--- config.mk ---
export PLATFORM = sky130hd
export DESIGN_NAME = program_sequencer
export DESIGN_NICKNAME = d
export VERILOG_FILES = /design/src/rtl/program_sequencer.sv
export SDC_FILE = /design/constraint.sdc
export NUM_CORES = 1
export LEC_CHECK = 0
export ABC_CLOCK_PERIOD_IN_PS = 3100
export CAP_MARGIN = 20
export CORE_UTILIZATION = 35
export CTS_BUF_LIST = sky130_fd_sc_hd__clkbuf_4
export CTS_CLUSTER_DIAMETER = 40
export CTS_CLUSTER_SIZE = 40
export DETAILED_ROUTE_END_ITERATION = 8
export PLACE_DENSITY = 0.76
export SYNTH_ARGS = -nofsm -noshare
export SYNTH_HDL_FRONTEND = slang
export SYNTH_SLANG_ARGS = --single-unit
--- constraint.sdc ---
create_clock -name clk -period 3.1 [get_ports clk]
set_input_delay 0.93 -clock clk [delete_from_list [all_inputs] [get_ports clk]]
set_output_delay 0.93 -clock clk [all_outputs]
set_load 0.03 [all_outputs]
--- src/rtl/program_sequencer.sv ---
// rtl/program_sequencer.sv - fetch/sequence controller for the 4-bit accumulator core
// Three cycles per instruction (FETCH, WAIT, EXEC); skip-if-nonzero resolved here.
module program_sequencer #(
  parameter int unsigned LAST_ADDR = 15,
  parameter bit          WRAP      = 1'b1,
  parameter logic [3:0]  SNZA_OP   = 4'b1000,
  parameter logic [3:0]  SNZS_OP   = 4'b1001
) (
  input  logic       clk,
  input  logic       rst_n,
  input  logic       run,
  input  logic       step,
  input  logic       restart,
  input  logic       zero_a,
  input  logic       zero_s,
  output logic [3:0] rom_addr,
  input  logic [3:0] rom_data,
  output logic [3:0] op,
  output logic       exec_valid,
  output logic [3:0] pc,
  output logic       busy,
  output logic       halted
);

  typedef enum logic [2:0] {
    S_IDLE, S_FETCH, S_WAIT, S_EXEC, S_HALT
  } state_t;

  localparam logic [4:0] LAST5 = 5'(LAST_ADDR);

  state_t     state_q, state_d;
  logic [3:0] pc_q, pc_d;
  logic [3:0] op_q, op_d;
  logic       halted_q, halted_d;
  logic       single_q, single_d;
  logic       skip;
  logic       end_hit;
  logic [4:0] nxt;

  always_ff @(posedge clk or negedge rst_n) begin
    if (!rst_n) begin
      state_q  <= S_IDLE;
      pc_q     <= 4'd0;
      op_q     <= 4'b0111;
      halted_q <= 1'b0;
      single_q <= 1'b0;
    end else begin
      state_q  <= state_d;
      pc_q     <= pc_d;
      op_q     <= op_d;
      halted_q <= halted_d;
      single_q <= single_d;
    end
  end

  always_comb begin
    skip     = ((op_q == SNZA_OP) && !zero_a) || ((op_q == SNZS_OP) && !zero_s);
    nxt      = {1'b0, pc_q} + (skip ? 5'd2 : 5'd1);
    end_hit  = nxt > LAST5;
    state_d  = state_q;
    pc_d     = pc_q;
    op_d     = op_q;
    halted_d = halted_q;
    single_d = single_q;
    // restart overrides everything, including the EXEC pc update
    if (restart) begin
      state_d  = S_IDLE;
      pc_d     = 4'd0;
      halted_d = 1'b0;
      single_d = 1'b0;
    end else begin
      case (state_q)
        S_IDLE: begin
          if (run || step) begin
            state_d  = S_FETCH;
            single_d = step;
          end
        end
        S_FETCH: state_d = S_WAIT;
        S_WAIT: begin
          op_d    = rom_data;
          state_d = S_EXEC;
        end
        S_EXEC: begin
          single_d = 1'b0;
          if (end_hit && !WRAP) begin
            state_d  = S_HALT;
            halted_d = 1'b1;
          end else begin
            pc_d    = end_hit ? 4'(nxt - LAST5 - 5'd1) : nxt[3:0];
            state_d = (run && !single_q) ? S_FETCH : S_IDLE;
          end
        end
        S_HALT:  state_d = S_HALT;
        default: state_d = S_IDLE;
      endcase
    end
  end

  assign rom_addr   = pc_q;
  assign pc         = pc_q;
  assign op         = op_q;
  assign exec_valid = (state_q == S_EXEC);
  assign busy       = (state_q == S_FETCH) || (state_q == S_WAIT) || (state_q == S_EXEC);
  assign halted     = halted_q;

endmodule

==> results.cfg <==
[yosys]
ys_seq_area_share_pct = 42.19
syn_area_um2 = 720.7
syn_avg_cell_area_um2 = 11.09
synth_nets = 79
synth_cells = 65
synth_edf_count = 0
ys_ff_latch = 12
synth_warnings = 0
synthDistinctLibCells = 30
ys.flop_type = dfrtp_1
async_flop_share_pct = 100.0

[drt]
dr_total_vias = 534
first_pass_iters = 2
drc_errors = 0
viasPerCell = 4.768
avgRoutedWirePerCell_um = 12.61
routed_wirelength_um = 1412
drtIter0Drc = 5
drtAntennaViolNets = 0

[power_and_ir_drop]
vdd_drop_max_mv = 0.4099
power_density_mw_per_mm2 = 593.9
switching_share_pct = 36.49
clkPwrFrac_pct = 17.1
p_int_w = 0.0003639
p_switching_w = 0.0002091
p_seq_share_pct = 41.2
combPwrFrac_pct = 41.7
p_leak_nw = 0.3900

[worst_setup_path]
crit_path_start_kind = flip-flop
critical_path_class = flip-flop to output port
arrival_ns = 1.90
r2r_end = pc[2]
end_kind = output port
rrSetupSlack_ns = 0.98
r2r-start = op[0]
reg2reg_depth = 9
crit_fanout = 9
cp.required_ns = 2.17

[floorplan]
die_height_um = 47.38
die_w_um = 47.38
die_area_mm2 = 0.002244
row_count = 16
io_pins = 26
start_util_pct = 37.11
design.core.area_mm2 = 0.001942

[clocking]
ctsHoldBuffers = 0
clk_latency_ns = 0.26
cts_sinks = 12
cts_tree = built
cts_max_path_buffers = 2
clkTransAtPathRegs_ns = 0.08
cts_setup_buffers = 0
cts_made_buffers = 3
cts_max_level = 1
clock-root-buffer = clkbuf_4
cts-resized-gates = 0

[hold_path]
hold_path_end = op[3]
hold_path.class = flip-flop to flip-flop
min-delay-start = op[3]
holdPathStages = 1

[global_routing]
overflow = 0
grt_pass1_vias = 476
antenna_found_initial = 0
grtUsageTotal_pct = 13.98
grt_pass1_wl_um = 2097
grt_start_max_net_pins = 13

[sta]
finClkSkew_ns = 0.002975
rsz0062_at_grt = no
relSlewSlack_pct = 63.25
fin_ws_ns = 0.2697
worst_pin_slew_ns = 0.5496
setup_viol = 0
fmax_ghz = 0.3533
hold_viol_final = 0
final_max_slew_viol_count = 0
period_minus_slack_ns = 2.830
final.setup.tns_ns = 0
post-route-period-util_pct = 91.30

[placed_design]
dp_hpwl_um = 1115
pre_cts_ws_ns = 0.1251
place.gp.congestion = 0.6965
port_buffers = 24

[job]
drv_cap = 0

[layout]
nFillCells = 193
synthToLayoutAreaGrowth_pct = 33.85
antenna_cells = 0
drive_gt1_share_pct = 18.82
layout_commonest_cell = clkdlybuf4s50_1
fin_util_pct = 49.68
nets = 100
most-common-layout-cells = clkdlybuf4s50_1, dfrtp_1, nor2_1

[outcome]
status = finished clean
[sequential cells by signal, indices dropped and copies added (netlist names)]
name      flops
single_q      1
pc            4
state_q       3
op            4
[per-stage QoR]
stage | instance area, um^2 | power (W) | instances | hold slack [ns]
floorplan | 720.7 | 0.0003856 | 65 | 0.5546
global placement | 938.4 | 0.0004704 | 108 | 0.5117
detailed placement | 938.4 | 0.0004805 | 108 | 0.5247
CTS | 964.7 | 0.0005803 | 112 | 0.5461
global route | 964.7 | 0.0006132 | 112 | 0.5749
finish | 964.7 | 0.0005730 | 112 | 0.5500
[worst max path at each step]
stage,end,start
final,exec_valid,state_q[2]
after global routing,exec_valid,state_q[0]
after CTS,exec_valid,state_q[2]
after detailed placement,pc[2],zero_s
after global placement,pc[2],zero_s
after floorplan,pc[2],zero_s
[power groups by stage]
stage                     registers (W)  clock network (W)  logic [W]
after floorplan                0.000292                  0  0.0000941
after global placement         0.000237                  0   0.000234
after detailed placement       0.000240                  0   0.000241
after CTS                      0.000236           0.000102   0.000242
after global routing           0.000244           0.000112   0.000257
final                          0.000236          0.0000978   0.000239
[routing by layer]
layer | track usage, % | up-vias | part of all wire, %
li1 | - | 255 | -
met1 | 16.90 | 267 | 42
met2 | 23.84 | 10 | 55
met3 | 3.462 | 2 | 2.3
met4 | 5.143 | 0 | 0.64
met5 | 0 | - | 0
[cell families (layout without fill, tap and decap cells)]
family                   after synthesis  in the layout  share of synthesized area [%]
AO/OA/AOI/OAI                          9              9                          7.987
XOR/XNOR                               2              2                          2.431
adder cells (fa/ha/maj)                3              3                          6.250
buffers and inverters                 14             34                          11.46
flip-flops                            12             12                          42.19
multiplexers                           7              7                          11.11
other                                  1              1                         0.5203
AND/OR/NAND/NOR                       17             17                          18.06
[final cells by class]
type,count,area [um^2],area share (%)
multi-input cells,39,334.1,34.63
flip-flops and latches,12,304.0,31.52
repair buffers,25,247.7,25.68
well taps,27,33.78,3.502
clock buffers,3,22.52,2.335
inverters,5,18.77,1.946
clock inverters,1,3.754,0.3891
[critical path: stages, from the launching register on]
cell             delay (ns)
dfrtp_1                0.49
and3b_1                0.42
clkdlybuf4s50_1        0.73
[cell usage after synthesis (2+ instances only)]
master / n / area share (%)
inv_1: 4 / 2.1
buf_2: 3 / 2.1
mux2i_1: 2 / 2.8
and3b_1: 2 / 2.4
ha_1: 2 / 3.5
buf_4: 5 / 5.2
o21ai_0: 2 / 1.4
a21oi_1: 2 / 1.4
nor2b_1: 2 / 1.7
a211oi_1: 2 / 2.1
dfstp_2: 3 / 11
mux2_2: 4 / 6.2
dfrtp_1: 9 / 31
nor2_1: 6 / 3.1
xnor2_1: 2 / 2.4
Note: power is estimated with default switching activity, not from simulation.
